==> src/rtl/ghost_move_commit_pkg.sv <==
// Shared geometry, tile grid and direction encodings for ghost movement.
// Imported by the position owner and the tile index helper.
package ghost_move_commit_pkg;

  localparam int WIDTH        = 640;
  localparam int HEIGHT       = 480;
  localparam int TILE_SIZE    = 20;
  localparam int TILE_ROW_NUM = HEIGHT / TILE_SIZE;
  localparam int TILE_COL_NUM = WIDTH / TILE_SIZE;
  localparam int NTILES       = TILE_ROW_NUM * TILE_COL_NUM;

  localparam int XW   = $clog2(WIDTH);
  localparam int YW   = $clog2(HEIGHT);
  localparam int COLW = $clog2(TILE_COL_NUM);
  localparam int ROWW = $clog2(TILE_ROW_NUM);
  localparam int IDXW = $clog2(NTILES);

  typedef enum logic [1:0] {
    DIR_UP    = 2'd0,
    DIR_DOWN  = 2'd1,
    DIR_LEFT  = 2'd2,
    DIR_RIGHT = 2'd3
  } dir_t;

endpackage

==> src/rtl/ghost_move_commit_tile.sv <==
// Pixel to tile mapping: column, row, alignment and flat wall-bit index.
// Col/row are truncated; callers must bound-check the pixel first.
module tile_index
  import ghost_move_commit_pkg::*;
(
  input  logic [XW-1:0]   x,
  input  logic [YW-1:0]   y,
  output logic [COLW-1:0] col,
  output logic [ROWW-1:0] row,
  output logic            aligned,
  output logic [IDXW-1:0] index
);

  logic [XW-1:0] rx;
  logic [YW-1:0] ry;

  assign col = COLW'(x / XW'(TILE_SIZE));
  assign row = ROWW'(y / YW'(TILE_SIZE));
  assign rx  = x % XW'(TILE_SIZE);
  assign ry  = y % YW'(TILE_SIZE);

  assign aligned = (rx == '0) && (ry == '0);

  assign index = IDXW'(row) * IDXW'(TILE_COL_NUM)
               + IDXW'(col);

endmodule

==> src/rtl/ghost_move_commit.sv <==
// Ghost position owner: rate-divided sample of the controller proposal,
// legality check against bounds/grid/walls, then commit or reject.
module ghost_move_commit
  import ghost_move_commit_pkg::*;
#(
  parameter int         TICK_DIV = 4,
  parameter int         INIT_X   = 600,
  parameter int         INIT_Y   = 320,
  parameter logic [1:0] INIT_DIR = DIR_DOWN,
  parameter int         TILE     = TILE_SIZE,
  parameter int         BOUND_X1 = 620,
  parameter int         BOUND_Y1 = 460
) (
  input  logic              clk,
  input  logic              reset,
  input  logic              tick,
  input  logic              enable,
  input  logic [XW-1:0]     prop_x,
  input  logic [YW-1:0]     prop_y,
  input  logic [1:0]        prop_dir,
  input  logic [NTILES-1:0] tilemap_walls,
  input  logic [XW-1:0]     pac_x,
  input  logic [YW-1:0]     pac_y,
  output logic [XW-1:0]     cur_x,
  output logic [YW-1:0]     cur_y,
  output logic [1:0]        cur_dir,
  output logic              move_done,
  output logic              blocked,
  output logic              caught,
  output logic              busy
);

  localparam int DIVW = (TICK_DIV > 1) ? $clog2(TICK_DIV) : 1;
  localparam logic [DIVW-1:0] DIV_LAST = DIVW'(TICK_DIV - 1);

  typedef enum logic [1:0] {
    IDLE   = 2'd0,
    SAMPLE = 2'd1,
    CHECK  = 2'd2
  } state_t;

  state_t          state, state_n;
  logic [DIVW-1:0] div, div_n;
  logic [XW-1:0]   lx;
  logic [YW-1:0]   ly;
  logic [1:0]      ldir;
  logic            commit, reject, ok;

  logic [COLW-1:0] col;
  logic [ROWW-1:0] row;
  logic            aligned;
  logic [IDXW-1:0] index;

  tile_index u_tile (
    .x       (lx),
    .y       (ly),
    .col     (col),
    .row     (row),
    .aligned (aligned),
    .index   (index)
  );

  // Bounds test first: it also guards the truncated col/row below.
  always_comb begin
    ok = 1'b1;
    if (lx > XW'(BOUND_X1) || ly > YW'(BOUND_Y1))
      ok = 1'b0;
    if (!aligned)
      ok = 1'b0;
    if (32'(row) >= TILE_ROW_NUM || 32'(col) >= TILE_COL_NUM)
      ok = 1'b0;
    else if (tilemap_walls[index])
      ok = 1'b0;
  end

  always_comb begin
    state_n = state;
    div_n   = div;
    commit  = 1'b0;
    reject  = 1'b0;
    unique case (state)
      IDLE: begin
        if (tick && enable) begin
          if (div == DIV_LAST) begin
            div_n   = '0;
            state_n = SAMPLE;
          end else begin
            div_n = div + 1'b1;
          end
        end
      end
      SAMPLE: state_n = CHECK;
      CHECK: begin
        state_n = IDLE;
        commit  = ok;
        reject  = !ok;
      end
      default: state_n = IDLE;
    endcase
  end

  always_ff @(posedge clk or negedge reset) begin
    if (!reset) begin
      state     <= IDLE;
      div       <= '0;
      lx        <= XW'(INIT_X);
      ly        <= YW'(INIT_Y);
      ldir      <= INIT_DIR;
      cur_x     <= XW'(INIT_X);
      cur_y     <= YW'(INIT_Y);
      cur_dir   <= INIT_DIR;
      move_done <= 1'b0;
      blocked   <= 1'b0;
      caught    <= 1'b0;
      busy      <= 1'b0;
    end else begin
      state     <= state_n;
      div       <= div_n;
      busy      <= (state_n != IDLE);
      move_done <= commit;
      blocked   <= reject;
      caught    <= commit && (lx == pac_x) && (ly == pac_y);
      if (state == SAMPLE) begin
        lx   <= prop_x;
        ly   <= prop_y;
        ldir <= prop_dir;
      end
      if (commit) begin
        cur_x   <= lx;
        cur_y   <= ly;
        cur_dir <= ldir;
      end
    end
  end

endmodule

==> config.mk <==
export PLATFORM = sky130hd
export DESIGN_NAME = ghost_move_commit
export DESIGN_NICKNAME = d
export VERILOG_FILES = /design/src/rtl/ghost_move_commit_pkg.sv /design/src/rtl/ghost_move_commit_tile.sv /design/src/rtl/ghost_move_commit.sv
export SDC_FILE = /design/constraint.sdc
export NUM_CORES = 1
export LEC_CHECK = 0
export CAP_MARGIN = 20
export CORE_AREA = 2 2 330 332
export CTS_BUF_LIST = sky130_fd_sc_hd__clkbuf_8
export DETAILED_ROUTE_END_ITERATION = 8
export DIE_AREA = 0 0 332 334
export PLACE_DENSITY = 0.46
export SLEW_MARGIN = 10
export SYNTH_ARGS = -nofsm -noshare
export SYNTH_HDL_FRONTEND = slang
export SYNTH_SLANG_ARGS = --single-unit
==> constraint.sdc <==
create_clock -name clk -period 3.9 [get_ports clk]
set_input_delay 0.39 -clock clk [delete_from_list [all_inputs] [get_ports clk]]
set_output_delay 0.39 -clock clk [all_outputs]
set_load 0.03 [all_outputs]
After elaboration in Yosys (flattened, before gate mapping)
Cells that the tools add are included.
{"block": "op_classes", "add_sub_neg": 2, "div": 4, "magnitude_cmp": 4, "eq_ne": 5, "n_mux": 12, "reduce_logical": 11}
{"cell": "10-bit by 11-bit less-than comparator with 1-bit output, second input constant", "count": 1}
{"cell": "10-bit by 5-bit adder with 10-bit output", "count": 1}
{"cell": "1-bit binary-select mux with 10-bit select", "count": 1}
{"cell": "10-bit by 5-bit divider with 10-bit output, second input constant", "count": 1}
{"cell": "10-bit == test", "count": 1}
{"cell": "10-bit greater-than comparator, second input constant", "count": 1}
{"cell": "10-bit zero test", "count": 1}
{"cell": "10-bit by 5-bit remainder unit with 10-bit output, second input constant", "count": 1}
{"cell": "9-bit by 5-bit divider with 9-bit output, second input constant", "count": 1}
{"cell": "9-bit == test", "count": 1}
{"cell": "9-bit greater-than comparator, second input constant", "count": 1}
{"cell": "9-bit zero test", "count": 1}
{"cell": "9-bit by 5-bit remainder unit with 9-bit output, second input constant", "count": 1}
{"cell": "1-bit two-way mux", "count": 7}
{"cell": "2-bit two-way mux", "count": 3}
{"cell": "5-bit greater-or-equal comparator, second input constant", "count": 1}
{"cell": "2-bit == test, second input constant", "count": 2}
{"cell": "1-bit logical AND", "count": 4}
{"cell": "2-bit case mux with 2 select lines", "count": 1}
{"cell": "2-bit by 1-bit adder with 2-bit output, second input constant", "count": 1}
{"cell": "2-bit by 1-bit == test with 1-bit output, second input constant", "count": 1}
{"cell": "2-bit zero test", "count": 1}
{"cell": "2-bit AND reduction", "count": 1}
{"cell": "2-bit nonzero test", "count": 1}
{"cell": "other kinds (2)", "count": 2}
{"block": "word_totals", "register_bits": 50, "inputBits": 812, "output_inout_bits": 25, "wordCells": 50}

Logic depth before layout (Yosys ltp)
{"block": "depth", "word_depth": 9, "depth_mapped": 22, "depth_no_buf": 14}

By module
Synthesis repeated with hierarchy kept, for this count alone.
{"block": "hier_totals", "hier_cells": 878, "hier_area_um2": 9990.8}
{"module": "ghost_move_commit", "instances": 1, "cells_each": 684, "area_per_inst_um2": 8759.7, "seq_area_each_um2": 1268.7}
{"module": "tile_index", "instances": 1, "cells_each": 194, "area_per_inst_um2": 1231.2, "seq_area_each_um2": 0.0}

Worst setup path before layout
No wires, ideal clock.
{"block": "synth_path", "path_type": "reg-to-reg", "from": "register lx[6]", "to": "register cur_x[2]", "setup_ns": 0.125, "arrival_time_ns": 4.148, "required_time_ns": 3.775, "path_slack_ns": -0.373, "stages_incl_launch_ff": 20, "n_path_buf": 6, "period_less_slack_ns": 4.273, "path_cell_list": "dfstp_2 buf_4 and4b_4 or4_1 buf_2 a31oi_4 o22a_1 buf_4 nand2_2 buf_4 buf_6 mux2i_1 a2111oi_0 a32oi_1 a221o_1 o211ai_1 nand4_1 nand3_4 buf_12 mux2_4"}
{"block": "synth_via", "elab_chain_cells": 7, "elab_cells_between_ends": 14, "classes_between": "add/sub (1); div (2); order compare (1); mux (7); reduce/logical (3)"}
{"element": "start, declared", "line": "ghost_move_commit.sv:44", "rtl": "logic [XW-1:0] lx;"}
{"element": "start signal, assigned", "line": "ghost_move_commit.sv:106", "rtl": "lx <= XW'(INIT_X);"}
{"element": "start signal, assigned", "line": "ghost_move_commit.sv:124", "rtl": "lx <= prop_x;"}
{"element": "10-bit by 5-bit divider with 10-bit output, or another cell as far along", "line": "ghost_move_commit_tile.sv:17", "rtl": "assign col = COLW'(x / XW'(TILE_SIZE));"}
{"element": "10-bit by 5-bit adder with 10-bit output, or another cell as far along", "line": "ghost_move_commit_tile.sv:25", "rtl": "+ IDXW'(col);"}
{"element": "1-bit binary-select mux with 10-bit select, or another cell as far along", "line": "ghost_move_commit.sv:72", "rtl": "else if (tilemap_walls[index])"}
{"element": "1-bit two-way mux, on equally long branches", "line": "ghost_move_commit.sv:72, ghost_move_commit.sv:68"}
{"element": "1-bit two-way mux (*)", "line": "ghost_move_commit.sv:72"}
{"element": "1-bit two-way mux (*)", "line": "ghost_move_commit.sv:70", "rtl": "if (32'(row) >= TILE_ROW_NUM || 32'(col) >= TILE_COL_NUM)"}
{"element": "1-bit two-way mux (*)", "line": "ghost_move_commit.sv:81", "rtl": "unique case (state)"}
{"element": "end signal, assigned", "line": "ghost_move_commit.sv:109", "rtl": "cur_x <= XW'(INIT_X);"}
{"element": "end signal, assigned", "line": "ghost_move_commit.sv:129", "rtl": "cur_x <= lx;"}
{"element": "end, declared", "line": "ghost_move_commit.sv:24", "rtl": "output logic [XW-1:0] cur_x,"}
Mark *: on every way between the ends. The rest lies on a longest branch, timed or not. The select of a mux whose other input is x is not followed.
A chain may end at the register's enable or synchronous reset.

Worst setup path in the final report
{"block": "layout_path", "from": "register lx[6]", "to": "register cur_x[4]"}
Same word-level chain as after synthesis.

==> run metrics <==
status=finished with violations; failing checks=setup timing; GPL Wtd Cong=0.928; Port-buffer cells=836; WS Path Type=reg -> reg; total track usage=0.246; Final min period=5.18 ns; Core ar.=0.108 mm²; Final Setup Violations=24; htree depth=2; Antenna Nets Post-Route=0; CP bufs+invs=8; post-layout util=0.264; drt drc=0; Root Driver=clkbuf_8; number of top-level pins=837; Final Cycle Share=1.33; Area Growth Syn to Fin=128%; Worst Setup SP=lx[6]; storage element area=0.00128 mm²; Synth cell types=109; Vias per Instance=4.82; Initial Util=0.116; reg2reg end=cur_x[4]; initial antenna violation count=37; Post-Route WL=143 mm; CTS buffer count=5; layout cell share with drive strength beyond 1=0.275; Async SR Flop Fraction=1.00; Final Skew=0.00937 ns; max frequency=193 MHz; CP dominant cell by count=buf_12; reg-to-reg critical path startpoint=lx[6]; Worst-Margin Slew=0.857 ns; multi-input logic area=0.0113 mm²; crit-path leading delay family=compound AO/OA/AOI/OAI gates; WP data required=4.16 ns; Seq/Total Area, Yosys=0.102; DRT iter0 DRCs=1,599; top_reg_cell synth=dfrtp_1; CP Cell Sequence=buf_6 > and4b_4 > or4_4 > buf_4 > o2111ai_4 > o22ai_4 > nor2_4 > buf_12 > buf_12 > nand2_1 > a311oi_4 > o22ai_1 > buf_4 > o32a_1 > a2111oi_4 > a22oi_2 > buf_12 > nand3_4 > buf_6 > buf_16 > mux2_4; Max Root-Sink Buffers=2; Register-to-Register Path Depth=21; Setup WS pre-CTS=-2.07 ns; RSZ-0062 raised after global routing=yes; via count=21,700; crit-path max FO=7; average cell area after synthesis=6.85 µm²; Avg WL per Cell=31.8 µm; kind of end point of the critical path=register; EDFF count, synth=0; Hold Vio Cnt, Final=0; clock sinks=50; Max stage delay on crit path=0.60 ns; M1 wire length=61.4 mm; number of synthesized register bits=50; row cnt=121; Worst EP arrival=5.45 ns; Cell Area, Synth=0.0125 mm²; WL met3=8.55 mm; # fillers=11,900; Hold WC Path Type=in -> async; CTS tree=built; post-route worst setup slack=-1.28 ns; hpwl dp=122 mm; Synth Net Count=2,636; met2 wire length=68.8 mm; nets=3,878; max-cap violations=0; flop2flop setup slack=-1.28 ns; Setup TNS=-29.19 ns; crit path max-delay cell type=or4_4; first-pass GRT wire length=190 mm; Highest Signal Layer=met5; vias in the first global route=22,300; largest net degree at the start of global routing=61; Die Ht=334 µm; hold buffers post-CTS=0; Max Transition Viols Final=0; CP startpoint kind=register; yosys warns=0; die width=332 µm; Pre-antenna DRT Iters=6; Worst-Skew Late Latency=0.33 ns; die area=0.111 mm²; clock slew at reported path FFs=0.12 ns; worst relative slew slack=0.428; Post-Synthesis Cells=1,823; overflow left after global routing=0
-- stage by stage --
step / hold slack, ns / instances / area (µm²)
final: 0.179 / 4505 / 28400
after global routing: 0.220 / 4494 / 28400
after CTS: 0.193 / 4464 / 27900
after detailed placement: 0.473 / 4401 / 26500
after global placement: 0.469 / 4401 / 26500
after floorplan: 0.0944 / 1823 / 12600
-- kinds of logic after synthesis --
family                   Yosys count  share of synthesized area
flip-flops                        50                      0.102
AND/OR/NAND/NOR                  728                      0.280
buffers and inverters            216                     0.0814
adder cells (fa/ha/maj)            3                    0.00261
XOR/XNOR                          27                     0.0189
AO/OA/AOI/OAI                    691                      0.412
multiplexers                     108                      0.103
-- cells in the final DEF (no fill, tap or decap), types with 33 or more instances in the layout --
master and count:
nand2_1 286, and3_1 51, buf_12 61, mux2i_1 49, a221oi_1 48, dfrtp_1 33
o21ai_0 108, nor3_1 46, clkdlybuf4s50_1 835, o22ai_1 34, a211oi_1 47, nor2_1 72
a31oi_1 39, buf_4 501, o221ai_1 56, a21oi_1 74, nand3_1 136
-- cell type report --
| class | instances | area share |
|---|---|---|
| repair buffers | 1438 | 0.489 |
| multi-input cells | 1557 | 0.396 |
| well taps | 1414 | 0.0623 |
| diodes | 25 | 0.00220 |
| clock inverters | 3 | 0.000969 |
| clock buffers | 5 | 0.00242 |
| flip-flops and latches | 50 | 0.0449 |
| inverters | 13 | 0.00176 |
-- synthesized netlist by cell type (22+ instances only) --
cell | number | area share
nand2_1 | 293 | 0.088
nor3_1 | 51 | 0.020
nand3_1 | 140 | 0.056
clkbuf_1 | 98 | 0.029
buf_2 | 65 | 0.026
and3_1 | 54 | 0.027
a221oi_1 | 54 | 0.038
a211oi_1 | 56 | 0.034
o22ai_1 | 38 | 0.019
a21oi_1 | 79 | 0.032
nor2_1 | 76 | 0.023
mux2i_1 | 54 | 0.043
mux2_2 | 32 | 0.029
a31oi_1 | 44 | 0.022
dfrtp_1 | 36 | 0.072
o21ai_0 | 116 | 0.046
a311oi_1 | 24 | 0.017
buf_4 | 22 | 0.013
o221ai_1 | 58 | 0.041
-- worst max-delay path by stage --
| stage | end | slack, ns | cells after the start |
|---|---|---|---|
| floorplan | cur_x[2] | -0.16 | 19 |
| global placement | cur_y[2] | -2.11 | 20 |
| detailed placement | cur_y[3] | -2.07 | 18 |
| CTS | cur_x[4] | -1.23 | 20 |
| global route | cur_x[4] | -1.36 | 23 |
| finish | cur_x[4] | -1.28 | 21 |
-- sequential cells by signal (all words and copies together), names as in the netlist --
name,cells
cur_x,10
move_done,1
cur_y,9
state,2
div,2
busy,1
cur_dir,2
ly,9
lx,10
caught,1
ldir,2
blocked,1
-- layer usage --
metal / global-route usage / vias to the layer above
li1: - / 9731
met5: 0 / -
met2: 0.426 / 1066
met4: 0.0702 / 20
met3: 0.0372 / 162
met1: 0.314 / 10800
-- timing repair --
| item | in CTS | in global routing |
|---|---|---|
| gates cloned | 4 | 0 |
| endpoints found under the setup margin | 24 | 24 |
| pin swaps | 40 | 41 |
| gates resized for setup | 161 | 66 |
| buffers inserted | 52 | 16 |
Power is left out: the tool's default activity adds up to more than one toggle a clock period on the data nets, which glitch-free logic cannot reach.
